===== src/rtl/trng_req_arbiter_pkg.sv =====
// Shared types and helpers for the TRNG word arbiter: FSM states, default
// sizing and the round-robin pick function.
package trng_pkg;

  typedef enum logic [1:0] {IDLE, DISCARD, FILL, RESEED} state_t;

  localparam int MAX_NREQ       = 8;
  localparam int DEF_NREQ       = 4;
  localparam int DEF_WORD_W     = 32;
  localparam int DEF_FIFO_DEPTH = 4;
  localparam int DEF_DISCARD    = 64;

  // One-hot pick of the first asserted req at or after (ptr+1) mod n, wrapping
  // so that ptr itself is considered last.
  function automatic logic [MAX_NREQ-1:0] rr_pick(input logic [MAX_NREQ-1:0] req,
                                                  input logic [2:0]          ptr,
                                                  input int                  n);
    logic [MAX_NREQ-1:0] pick;
    int idx;
    pick = '0;
    for (int k = 1; k <= MAX_NREQ; k++) begin
      if (k <= n) begin
        idx = (int'(ptr) + k) % n;
        if (pick == '0 && req[idx[2:0]]) pick[idx[2:0]] = 1'b1;
      end
    end
    return pick;
  endfunction

endpackage


===== src/rtl/trng_req_arbiter_if.sv =====
// Requester-side bus of the TRNG word arbiter: request vector, one-hot grant
// pulse and the word delivered with that grant.
interface trng_req_arbiter_if
  import trng_pkg::*;
#(
  parameter int NREQ   = DEF_NREQ,
  parameter int WORD_W = DEF_WORD_W
);

  logic [NREQ-1:0]   req;
  logic [NREQ-1:0]   gnt;
  logic [WORD_W-1:0] rdata;

  modport master (output req, input gnt, input rdata);
  modport slave  (input req, output gnt, output rdata);

endinterface


===== src/rtl/trng_req_arbiter_fifo.sv =====
// Single-clock word FIFO with flush; head is presented combinationally and a
// push into a full FIFO is accepted when a pop happens in the same cycle.
module trng_word_fifo #(
  parameter int WIDTH = 32,
  parameter int DEPTH = 4
) (
  input  logic                   clk,
  input  logic                   rst,
  input  logic                   push,
  input  logic                   pop,
  input  logic                   flush,
  input  logic [WIDTH-1:0]       wdata,
  output logic [WIDTH-1:0]       rdata,
  output logic                   full,
  output logic                   empty,
  output logic [$clog2(DEPTH):0] level
);

  localparam int AW = $clog2(DEPTH);

  logic [WIDTH-1:0] mem [DEPTH];
  logic [AW-1:0]    wr_q;
  logic [AW-1:0]    rd_q;
  logic [AW:0]      level_q;
  logic             do_push;
  logic             do_pop;

  assign empty   = (level_q == '0);
  assign full    = (level_q == (AW+1)'(DEPTH));
  assign do_pop  = pop & ~empty & ~flush;
  assign do_push = push & (~full | do_pop) & ~flush;
  assign rdata   = mem[rd_q];
  assign level   = level_q;

  always_ff @(posedge clk or negedge rst) begin
    if (!rst) begin
      wr_q    <= '0;
      rd_q    <= '0;
      level_q <= '0;
    end else if (flush) begin
      wr_q    <= '0;
      rd_q    <= '0;
      level_q <= '0;
    end else begin
      if (do_push) wr_q <= wr_q + 1'b1;
      if (do_pop)  rd_q <= rd_q + 1'b1;
      unique case ({do_push, do_pop})
        2'b10:   level_q <= level_q + 1'b1;
        2'b01:   level_q <= level_q - 1'b1;
        default: level_q <= level_q;
      endcase
    end
  end

  // Storage is data only; pointers decide what is valid.
  always_ff @(posedge clk) begin
    if (do_push) mem[wr_q] <= wdata;
  end

endmodule


===== src/rtl/trng_req_arbiter.sv =====
// Packs qualified TRNG bits into words after a warm-up discard, buffers them
// and hands them out round-robin; a reseed restarts the TRNG and flushes all.
module trng_req_arbiter
  import trng_pkg::state_t, trng_pkg::rr_pick;
#(
  parameter int NREQ       = trng_pkg::DEF_NREQ,
  parameter int WORD_W     = trng_pkg::DEF_WORD_W,
  parameter int FIFO_DEPTH = trng_pkg::DEF_FIFO_DEPTH,
  parameter int DISCARD    = trng_pkg::DEF_DISCARD
) (
  input  logic                        clk,
  input  logic                        rst,
  input  logic                        trng_run,
  input  logic                        trng_bit_valid,
  input  logic                        trng_bit,
  input  logic                        reseed_req,
  trng_req_arbiter_if.slave           bus,
  output logic                        trng_restart,
  output logic [$clog2(FIFO_DEPTH):0] fifo_level,
  output logic [7:0]                  overflow_cnt
);

  localparam int BCW = $clog2(WORD_W);
  localparam int PW  = (NREQ > 1) ? $clog2(NREQ) : 1;

  state_t            state_q, state_d;
  logic [BCW-1:0]    bit_cnt_q, bit_cnt_d;
  logic [7:0]        disc_cnt_q, disc_cnt_d;
  logic [WORD_W-1:0] shreg_q, shreg_d;
  logic [PW-1:0]     rr_q, rr_d;
  logic [NREQ-1:0]   gnt_q, gnt_d;
  logic [WORD_W-1:0] rdata_q, rdata_d;
  logic              restart_q, restart_d;
  logic [7:0]        ovf_q, ovf_d;

  logic              qual;
  logic              push, pop, flush;
  logic              fifo_full, fifo_empty;
  logic [WORD_W-1:0] fifo_head;
  logic [7:0]        req_ext;
  logic [7:0]        pick;
  logic [PW-1:0]     gidx;

  trng_word_fifo #(
    .WIDTH (WORD_W),
    .DEPTH (FIFO_DEPTH)
  ) u_fifo (
    .clk   (clk),
    .rst   (rst),
    .push  (push),
    .pop   (pop),
    .flush (flush),
    .wdata (shreg_d),
    .rdata (fifo_head),
    .full  (fifo_full),
    .empty (fifo_empty),
    .level (fifo_level)
  );

  assign qual         = trng_run & trng_bit_valid;
  assign bus.gnt      = gnt_q;
  assign bus.rdata    = rdata_q;
  assign trng_restart = restart_q;
  assign overflow_cnt = ovf_q;

  always_ff @(posedge clk or negedge rst) begin
    if (!rst) begin
      state_q    <= trng_pkg::IDLE;
      bit_cnt_q  <= '0;
      disc_cnt_q <= '0;
      shreg_q    <= '0;
      rr_q       <= '0;
      gnt_q      <= '0;
      rdata_q    <= '0;
      restart_q  <= 1'b0;
      ovf_q      <= '0;
    end else begin
      state_q    <= state_d;
      bit_cnt_q  <= bit_cnt_d;
      disc_cnt_q <= disc_cnt_d;
      shreg_q    <= shreg_d;
      rr_q       <= rr_d;
      gnt_q      <= gnt_d;
      rdata_q    <= rdata_d;
      restart_q  <= restart_d;
      ovf_q      <= ovf_d;
    end
  end

  always_comb begin
    state_d    = state_q;
    bit_cnt_d  = bit_cnt_q;
    disc_cnt_d = disc_cnt_q;
    shreg_d    = shreg_q;
    rr_d       = rr_q;
    gnt_d      = '0;
    rdata_d    = '0;
    restart_d  = 1'b0;
    ovf_d      = ovf_q;
    push       = 1'b0;
    pop        = 1'b0;
    flush      = 1'b0;

    req_ext             = '0;
    req_ext[NREQ-1:0]   = bus.req;
    pick                = rr_pick(req_ext, 3'(rr_q), NREQ);
    gidx                = '0;
    for (int i = 0; i < NREQ; i++) begin
      if (pick[i]) gidx = PW'(i);
    end

    // Reseed overrides everything, including a grant that would otherwise issue.
    if (reseed_req && state_q != trng_pkg::RESEED) begin
      state_d    = trng_pkg::RESEED;
      restart_d  = 1'b1;
      flush      = 1'b1;
      bit_cnt_d  = '0;
      disc_cnt_d = '0;
      shreg_d    = '0;
    end else begin
      unique case (state_q)
        trng_pkg::IDLE: begin
          if (trng_run) begin
            state_d    = trng_pkg::DISCARD;
            disc_cnt_d = '0;
          end
        end
        trng_pkg::DISCARD: begin
          if (!trng_run) begin
            state_d    = trng_pkg::IDLE;
            disc_cnt_d = '0;
          end else if (qual) begin
            if (disc_cnt_q == 8'(DISCARD - 1)) begin
              state_d    = trng_pkg::FILL;
              disc_cnt_d = '0;
            end else begin
              disc_cnt_d = disc_cnt_q + 8'd1;
            end
          end
        end
        trng_pkg::FILL: begin
          if (!fifo_empty && (|pick) && gnt_q == '0) begin
            pop     = 1'b1;
            gnt_d   = pick[NREQ-1:0];
            rdata_d = fifo_head;
            rr_d    = gidx;
          end
          if (!trng_run) begin
            state_d   = trng_pkg::IDLE;
            bit_cnt_d = '0;
            shreg_d   = '0;
          end else if (qual) begin
            shreg_d = {shreg_q[WORD_W-2:0], trng_bit};
            if (bit_cnt_q == BCW'(WORD_W - 1)) begin
              bit_cnt_d = '0;
              if (!fifo_full || pop) push = 1'b1;
              else if (ovf_q != 8'hFF) ovf_d = ovf_q + 8'd1;
            end else begin
              bit_cnt_d = bit_cnt_q + 1'b1;
            end
          end
        end
        trng_pkg::RESEED: begin
          if (!trng_run) state_d = trng_pkg::IDLE;
        end
        default: state_d = trng_pkg::IDLE;
      endcase
    end
  end

endmodule


===== src/flat_wrapper.sv =====
// flat-port wrapper written by rule: the top's interface ports become plain ports
module trng_req_arbiter_flat import trng_pkg::state_t, trng_pkg::rr_pick;
#(
  parameter int NREQ       = trng_pkg::DEF_NREQ,
  parameter int WORD_W     = trng_pkg::DEF_WORD_W,
  parameter int FIFO_DEPTH = trng_pkg::DEF_FIFO_DEPTH,
  parameter int DISCARD    = trng_pkg::DEF_DISCARD
)
  (clk, rst, trng_run, trng_bit_valid, trng_bit, reseed_req, trng_restart, fifo_level, overflow_cnt, bus_req, bus_gnt, bus_rdata);
  trng_req_arbiter_if #(.NREQ(NREQ), .WORD_W(WORD_W)) bus_i ();
  input  logic clk;
  input  logic rst;
  input  logic trng_run;
  input  logic trng_bit_valid;
  input  logic trng_bit;
  input  logic reseed_req;
  output logic trng_restart;
  output logic [$clog2(FIFO_DEPTH):0] fifo_level;
  output logic [7:0] overflow_cnt;
  input wire logic [$bits(bus_i.req)-1:0] bus_req;
  output wire logic [$bits(bus_i.gnt)-1:0] bus_gnt;
  output wire logic [$bits(bus_i.rdata)-1:0] bus_rdata;
  assign bus_i.req = bus_req;
  assign bus_gnt = bus_i.gnt;
  assign bus_rdata = bus_i.rdata;
  trng_req_arbiter #(.NREQ(NREQ), .WORD_W(WORD_W), .FIFO_DEPTH(FIFO_DEPTH), .DISCARD(DISCARD)) u_core (.clk(clk), .rst(rst), .trng_run(trng_run), .trng_bit_valid(trng_bit_valid), .trng_bit(trng_bit), .reseed_req(reseed_req), .bus(bus_i), .trng_restart(trng_restart), .fifo_level(fifo_level), .overflow_cnt(overflow_cnt));
endmodule

===== config.mk =====
export PLATFORM = sky130hd
export DESIGN_NAME = trng_req_arbiter_flat
export DESIGN_NICKNAME = d
export VERILOG_FILES = /design/src/rtl/trng_req_arbiter_pkg.sv /design/src/rtl/trng_req_arbiter_if.sv /design/src/rtl/trng_req_arbiter_fifo.sv /design/src/rtl/trng_req_arbiter.sv /design/src/flat_wrapper.sv
export SDC_FILE = /design/constraint.sdc
export NUM_CORES = 1
export LEC_CHECK = 0
export BUFFER_PORTS_ARGS = -buffer_cell sky130_fd_sc_hd__buf_2
export CORE_ASPECT_RATIO = 0.75
export CORE_MARGIN = 2
export CORE_UTILIZATION = 54
export CTS_CLUSTER_DIAMETER = 60
export DETAILED_ROUTE_END_ITERATION = 16
export GPL_ROUTABILITY_DRIVEN = 1
export GPL_TIMING_DRIVEN = 0
export PLACE_DENSITY = 0.75
export SYNTH_ARGS = -nofsm -noshare
export SYNTH_HDL_FRONTEND = slang
export SYNTH_HIERARCHICAL = 1
export SYNTH_SLANG_ARGS = --single-unit
export TNS_END_PERCENT = 1

===== constraint.sdc =====
create_clock -name clk -period 4.3 [get_ports clk]
set_clock_uncertainty 0.1 [all_clocks]
set_input_delay 0.215 -clock clk [delete_from_list [all_inputs] [get_ports clk]]
set_output_delay 0.215 -clock clk [all_outputs]
set_load 0.02 [all_outputs]

-- After elaboration in Yosys (flattened, before gate mapping)
Memory sizes are Yosys's and may differ from the RTL's.
Index checks and enable logic that the tools add are counted.
- logic and storage cells: 171
- output and inout port bits: 48
- flip-flop bits (word level): 101
- memories kept: 1
- memory bits (writable): 128
- multiplexer cells: 71
- $lt $le $gt $ge: 8
- add/subtract/negate cells: 11
- bitwise logic cells: 18
- equality and inequality tests: 15
- reduce and logical (&&, ||, !) cells: 35
- memories (memory ; words ; bits a word ; rd ports ; clocked after Yosys merged registers in ; write ports ; line ; RTL):
    u_core.u_fifo.mem ; 4 ; 32 ; 1 ; 0 ; 1 ; trng_req_arbiter_fifo.sv:21 ; logic [WIDTH-1:0] mem [DEPTH];
- operators by type and width (cell ; number):
    two-way mux 32 bit ; 7
    two-way mux 8 bit ; 9
    two-way mux 5 bit ; 5
    zero test 8 bit ; 3
    two-way mux 2 bit ; 12
    OR 8 bit ; 3
    two-way mux 1 bit ; 23
    adder 8 x 1 -> 8 bit (second input constant) ; 2
    less-than comparator 3 x 4 -> 1 bit (second input constant) ; 4
    one-hot mux 8 bit (2 select lines) ; 1
    binary-select mux 1 bit (select 3 bit) ; 4
    demux 1 bit (select 3 bit) ; 4
    >= comparator 3 x 1 -> 1 bit (second input constant) ; 4
    two-way mux 4 bit ; 3
    logical AND 1 bit ; 10
    OR reduction 2 bit ; 5
    adder 2 x 1 -> 2 bit (second input constant) ; 4
    == test 8 x 6 -> 1 bit (second input constant) ; 1
    inequality test 4 x 2 -> 1 bit (second input constant) ; 2
    inequality test 8 bit (second input constant) ; 1
    OR reduction 8 bit ; 1
    AND reduction 7 bit ; 1
    == test 2 bit (second input constant) ; 3
    inequality test 3 x 2 -> 1 bit (second input constant) ; 2
    other kinds (26) ; 44

-- Depth between registers and ports, before layout
- depth in word-level cells: 35
- mapped depth: 16
- gate-level depth less buffers: 13

-- Hierarchy
The synthesis kept the hierarchy.
- by module, submodules not included (module ; cells an instance ; sequential area each (µm²) ; instances ; area each (µm²)):
    trng_word_fifo ; 232 ; 4018.9 ; 1 ; 5215.0
    trng_req_arbiter ; 346 ; 2352.3 ; 1 ; 4140.2

-- Worst setup path before layout
No wires, ideal clock.
- kind: reg-to-reg
- from: register u_core.rr_q[0]
- to: memory u_core.u_fifo.mem[0][0] (enable)
- arrival time: 3.837 ns
- stages on the path, launching flop included: 14
- setup time: 0.392 ns
- buffers on the path: 3
- clock period less this slack: 4.329 ns
- setup slack: -0.029 ns
- required time: 3.808 ns
- cells stage by stage: dfrtp_1 inv_1 ha_1 mux4_2 buf_6 o31a_1 o31ai_2 nor4b_4 nor4_4 buf_4 buf_2 nor4b_2 nor3_1 and2_1
- RTL lines (item ; line ; RTL):
    from (decl) ; trng_req_arbiter.sv:30 ; logic [PW-1:0] rr_q, rr_d;
    from (signal assigned) ; trng_req_arbiter.sv:82 ; rr_q <= rr_d;
    adder 2 x 1 -> 2 bit ; trng_req_arbiter_pkg.sv:23 ; idx = (int'(ptr) + k) % n;
    OR reduction 2 bit (no line) ; n/a ;
    AND 1 bit (no line) ; n/a ;
    less-than comparator 3 x 4 -> 1 bit (not written as such) or >= comparator 3 x 1 -> 1 bit (tied branches) ; trng_req_arbiter_pkg.sv:24 ; if (pick == '0 && req[idx[2:0]]) pick[idx[2:0]] = 1'b1;
    logical AND 1 bit (not written as such) ; trng_req_arbiter_pkg.sv:24 ;
    two-way mux 1 bit (not written as such) ; trng_req_arbiter_pkg.sv:24 ;
    demux 1 bit (select 3 bit) ; n/a ;
    two-way mux 8 bit ; trng_req_arbiter_pkg.sv:24 ;
    (+15 left out) ; n/a ;
    two-way mux 1 bit (*) ; trng_req_arbiter.sv:121 ; unique case (state_q)
    two-way mux 1 bit (*) ; trng_req_arbiter.sv:113 ; if (reseed_req && state_q != trng_pkg::RESEED) begin
    named net u_core.pop ; trng_req_arbiter.sv:37 ; logic push, pop, flush;
    AND 1 bit (*) (2 in a row) ; trng_req_arbiter_fifo.sv:30 ; assign do_pop = pop & ~empty & ~flush;
    OR 1 bit (*) ; trng_req_arbiter_fifo.sv:31 ; assign do_push = push & (~full | do_pop) & ~flush;
    AND 1 bit (*) (2 in a row) ; trng_req_arbiter_fifo.sv:31 ;
    two-way mux 1 bit (*) ; trng_req_arbiter_fifo.sv:57 ; if (do_push) mem[wr_q] <= wdata;
    two-way mux 1 bit (not written as such) (*) ; trng_req_arbiter_fifo.sv:57 ;
    to (decl) ; trng_req_arbiter_fifo.sv:21 ;
The timed path passes the listed nets; every way through them passes the cells marked *. The select of a mux whose other input is x is not followed.

-- Worst setup path after layout
- from: register u_core.rr_q[1]
- to: register u_core.u_fifo.level_q[2] (netlist: u_core/u_fifo/level[2])
- cells in the longest elaborated chain, start to end: 35
- ends and longest elaborated chain (item ; line ; RTL):
    adder 2 x 1 -> 2 bit ; trng_req_arbiter_pkg.sv:23 ;
    OR reduction 2 bit (no line) ; n/a ;
    AND 1 bit (no line) ; n/a ;
    less-than comparator 3 x 4 -> 1 bit (not written as such) or >= comparator 3 x 1 -> 1 bit (tied branches) ; trng_req_arbiter_pkg.sv:24 ;
    logical AND 1 bit (not written as such) ; trng_req_arbiter_pkg.sv:24 ;
    two-way mux 1 bit (not written as such) ; trng_req_arbiter_pkg.sv:24 ;
    demux 1 bit (select 3 bit) ; n/a ;
    two-way mux 8 bit ; trng_req_arbiter_pkg.sv:24 ;
    (+19 left out) ; n/a ;
    two-way mux 1 bit (*) ; trng_req_arbiter.sv:148 ; if (!trng_run) begin
    two-way mux 1 bit (*) ; trng_req_arbiter.sv:121 ;
    two-way mux 1 bit (*) ; trng_req_arbiter.sv:113 ;
    named net u_core.push ; trng_req_arbiter.sv:37 ;
    AND 1 bit (*) (2 in a row) ; trng_req_arbiter_fifo.sv:31 ;
    == test 2 x 1 -> 1 bit or == test 2 bit (tied branches) ; trng_req_arbiter_fifo.sv:47 ; unique case ({do_push, do_pop})
    one-hot mux 3 bit (2 select lines) ; trng_req_arbiter_fifo.sv:47 ;
    two-way mux 3 bit ; trng_req_arbiter_fifo.sv:40 ; end else if (flush) begin
    to (signal assigned) ; trng_req_arbiter_fifo.sv:48 ; 2'b10: level_q <= level_q + 1'b1;
    to (signal assigned) ; trng_req_arbiter_fifo.sv:49 ; 2'b01: level_q <= level_q - 1'b1;
    to (signal assigned) ; trng_req_arbiter_fifo.sv:50 ; default: level_q <= level_q;
    to (decl) ; trng_req_arbiter_fifo.sv:24 ; logic [AW:0] level_q;
Marks and branches as above.
A chain may end at the register's enable or synchronous reset.

==> flow_summary.ini <==
[global_routing]
grt_antenna_before_repair = 1
grt_pass1_vias = 5424
overflow = 0
grt_max_degree = 62
grt_pass1_wl_um = 29100
grt_use_total_pct = 20.2

[drt]
drc_errors = 0
routed_wl_um = 18500
drt-pass1-iter-count = 8
drt-initial-drc-count = 451
final_antenna_net_count = 0
avgViaCountPerCell = 5.97
avgRoutedWirePerCell_um = 20.4
via_count = 5403

[final_layout]
finalNetCount = 699
drive_above_1_share_pct = 25.4
finalNonFillerCells = 905
synthToLayoutAreaGrowth_pct = 15.8
finalInstanceArea_um2 = 10800

[yosys]
synth_top_family_by_area = multiplexers
synth_edf_count = 128
synth_adder_area_share_pct = 2.35
synth-seq-area-share_pct = 68.1
syn_inst = 578
synthSimpleGateAreaFrac_pct = 8.08
synth_nets = 605
synth_area_per_cell_um2 = 16.2
yosys_warnings = 6
synth-seq-cells = 229
synth_mux_area_share_pct = 9.62
synth_flop_cell = edfxtp_1
synth_xor_area_share_pct = 1.40
synthArstFlopShare_pct = 44.1
synth-compound-area-share_pct = 7.80
syn_area_um2 = 9360
synth.distinct_cells = 63

[sta]
tightest_slew_ns = 0.887
final_hold_viol_count = 0
setup_viol = 0
setup_ws_ns = 0.132
drv_slew = 0
timing.fmax_mhz = 240
min_period_ns = 4.17
min_period_over_period_pct = 96.9
maxSlewHeadroom_pct = 40.4

[pwr]
seqPwrFrac_pct = 50.1
power_switching_mw = 1.10
ir_drop_uv = 329
powerDensity_nw_per_um2 = 431
intPower_mw = 3.58
power_frac_clock_pct = 41.3
power_frac_comb_pct = 8.5
switching_share_pct = 23.5
p_leak_nw = 4.48

[place]
placed_cell_area_um2 = 10000
dp_hpwl_um = 11200
dp.cells = 854
portBuffers = 57
pre_cts_slack_ns = -0.678
place.gp.congestion = 0.890

[clock_network]
cts_root_buffer = clkbuf_16
clock_sinks = 229
cts_buffers = 23
cts_tree = done
cts_max_path_buffers = 3
clk_pin_slew_ns = 0.06
worstSkewPairLatency_ns = 0.50
cts_max_level = 1

[critical_path]
cp.required_ns = 4.61
crit_chain = inv_1, ha_1, mux4_2, buf_6, o31a_1, o31ai_2, nor4b_4, buf_4, o21a_1, nor2_2, buf_6, nor3_1, fa_1, or4_1, a31oi_1
crit_top_cell = buf_6
slowest_delay_ns = 0.54
path_buf_inv = 4
r2r-start = u_core/rr_q[1]$_DFFE_PN0P_
crit_start = u_core/rr_q[1]$_DFFE_PN0P_
worstSetupPathType = reg2reg
worst_path_max_delay_cell = or4_1
cp-end-kind = flop
worstPathMaxFanout = 10
worstPathArrival_ns = 4.47
start_kind = flop
path_delay_family = simple AND/OR/NAND/NOR gates

[hold_path]
hp-start = reseed_req
min_path_type = in2reg

[floorplanning]
io_pins = 58
dieHeight_um = 118
die-area_um2 = 18400
core_um2 = 16900
start_util_pct = 55.4
die_x_um = 156
num_rows = 41

[run_status]
outcome = completed

[flow_run]
drv_cap = 0
tightest hold or removal path, stage by stage:
cell and delay, ns:
buf_2 0.15, mux2i_1 0.16, a21oi_1 0.10
synth_stat cells, types with 2 or more instances:
master	instances	share of area (%)
clkbuf_1	10	0.40
o31ai_1	4	0.32
mux2i_1	4	0.43
nor2b_1	3	0.20
xnor2_1	8	0.75
nand4_1	3	0.20
xor2_1	7	0.66
a31oi_1	5	0.33
clkbuf_2	2	0.11
ha_1	16	2.1
buf_2	4	0.21
and3_1	3	0.20
buf_4	4	0.32
o21a_1	3	0.24
buf_6	8	0.96
mux2_2	4	0.48
a22o_1	35	3.3
buf_1	2	0.080
inv_1	13	0.52
or4_1	4	0.32
nand3_1	11	0.59
and2_1	40	2.7
a22oi_1	5	0.40
a21oi_1	12	0.64
edfxtp_1	128	41
a21boi_0	3	0.24
o21ai_0	12	0.64
nor2_1	20	0.80
nand2b_1	2	0.13
or3_1	3	0.20
nand2_1	23	0.92
nor3_1	11	0.59
dfrtp_1	101	27
mux4_2	35	8.4
o21ai_1	2	0.11
sequential cells by signal (all words and copies together) (netlist names):
signal and count:
u_core/u_fifo/mem 128, u_core/bus.rdata 32, u_core/shreg_q 32, u_core/disc_cnt_q 8
u_core/overflow_cnt 8, u_core/bit_cnt_q 5, u_core/bus.gnt 4, u_core/u_fifo/level 3
u_core/rr_q 2, u_core/state_q 2, u_core/u_fifo/rd_q 2, u_core/u_fifo/wr_q 2
u_core/trng_restart 1
final timing paths:
path | depth (start not counted) | to | slack [ns]
max | 15 | u_core/u_fifo/level[2]$_DFFE_PN0P_ | 0.13
min | 3 | u_core/state_q[0]$_DFFE_PN0P_ | 0.07
max reg2reg | 15 | u_core/u_fifo/level[2]$_DFFE_PN0P_ | 0.13
min reg2reg | 1 | u_core/overflow_cnt[7]$_DFFE_PN0P_ | 0.40
max in group asynchronous | 3 | u_core/rr_q[0]$_DFFE_PN0P_ | 3.23
min in group asynchronous | 2 | u_core/u_fifo/level[1]$_DFFE_PN0P_ | 0.15
cell type report:
cell class	instances	area, µm²
diodes	1	2.50
plain buffers	29	194
clock buffers	30	612
clock inverters	12	125
fillers	1179	6040
inverters	14	52.6
multi-input cells	306	2770
flip-flops and latches	229	6370
well taps	215	269
repair buffers	69	443
repair_timing:
action,in CTS,in global routing
setup endpoints to repair,130,130
endpoints found under the hold margin,42,0
buffers inserted,1,4
gates cloned,0,1
pin swaps,1,3
hold buffers,3,0
resized for setup,3,5
cell families (layout without fill, tap and decap cells):
group                      Yosys count  in the layout
muxes                               44             44
adders and majority gates           17             17
DFF                                229            229
xor gates and xnor gates            15             15
other                                0              1
and+or+nand+nor                    132            133
buffers and inverters               44            154
AOI/OAI and AO/OA                   97             97
layer usage:
| metal | track usage [%] | wire length [µm] | vias to the layer above |
|---|---|---|---|
| met3 | 3.42 | 861 | 39 |
| li1 | - | - | 2398 |
| met4 | 4.30 | 371 | 0 |
| met2 | 32.4 | 8890 | 152 |
| met1 | 29.6 | 8350 | 2814 |
| met5 | 0 | 0 | - |
power groups by stage:
stage	combinational (mW)	sequential, mW	clock [mW]
detailed placement	0.378	2.39	0
floorplan	0.256	2.39	0
global placement	0.350	2.39	0
finish	0.399	2.34	1.93
CTS	0.385	2.35	1.98
global route	0.435	2.34	2.06
cells in the final DEF (no fill, tap or decap), types with 11 or more instances in the layout:
| cell type | netlist | final |
|---|---|---|
| buf_2 | 4 | 59 |
| nand2_1 | 23 | 23 |
| a21oi_1 | 12 | 12 |
| inv_1 | 13 | 13 |
| mux4_2 | 35 | 35 |
| o21ai_0 | 12 | 12 |
| ha_1 | 16 | 16 |
| nor2_1 | 20 | 19 |
| nand3_1 | 11 | 11 |
| edfxtp_1 | 128 | 128 |
| clkbuf_1 | 10 | 16 |
| a22o_1 | 35 | 35 |
| clkbuf_16 | 0 | 23 |
| and2_1 | 40 | 36 |
| dfrtp_1 | 101 | 99 |
through the flow:
step                      util (%)  power (mW)  TNS, ns  hold slack (ns)
final                         64.2        4.68        0           0.0741
after global routing          64.2        4.84  -0.0564           0.0962
after CTS                     63.9        4.71        0           0.0416
after detailed placement      59.3        2.77   -41.40            0.143
after global placement        58.7        2.74  -120.04            0.362
after floorplan                  -        2.65    -2.76           -0.181
No activity file was read; power rests on OpenSTA's default activity.
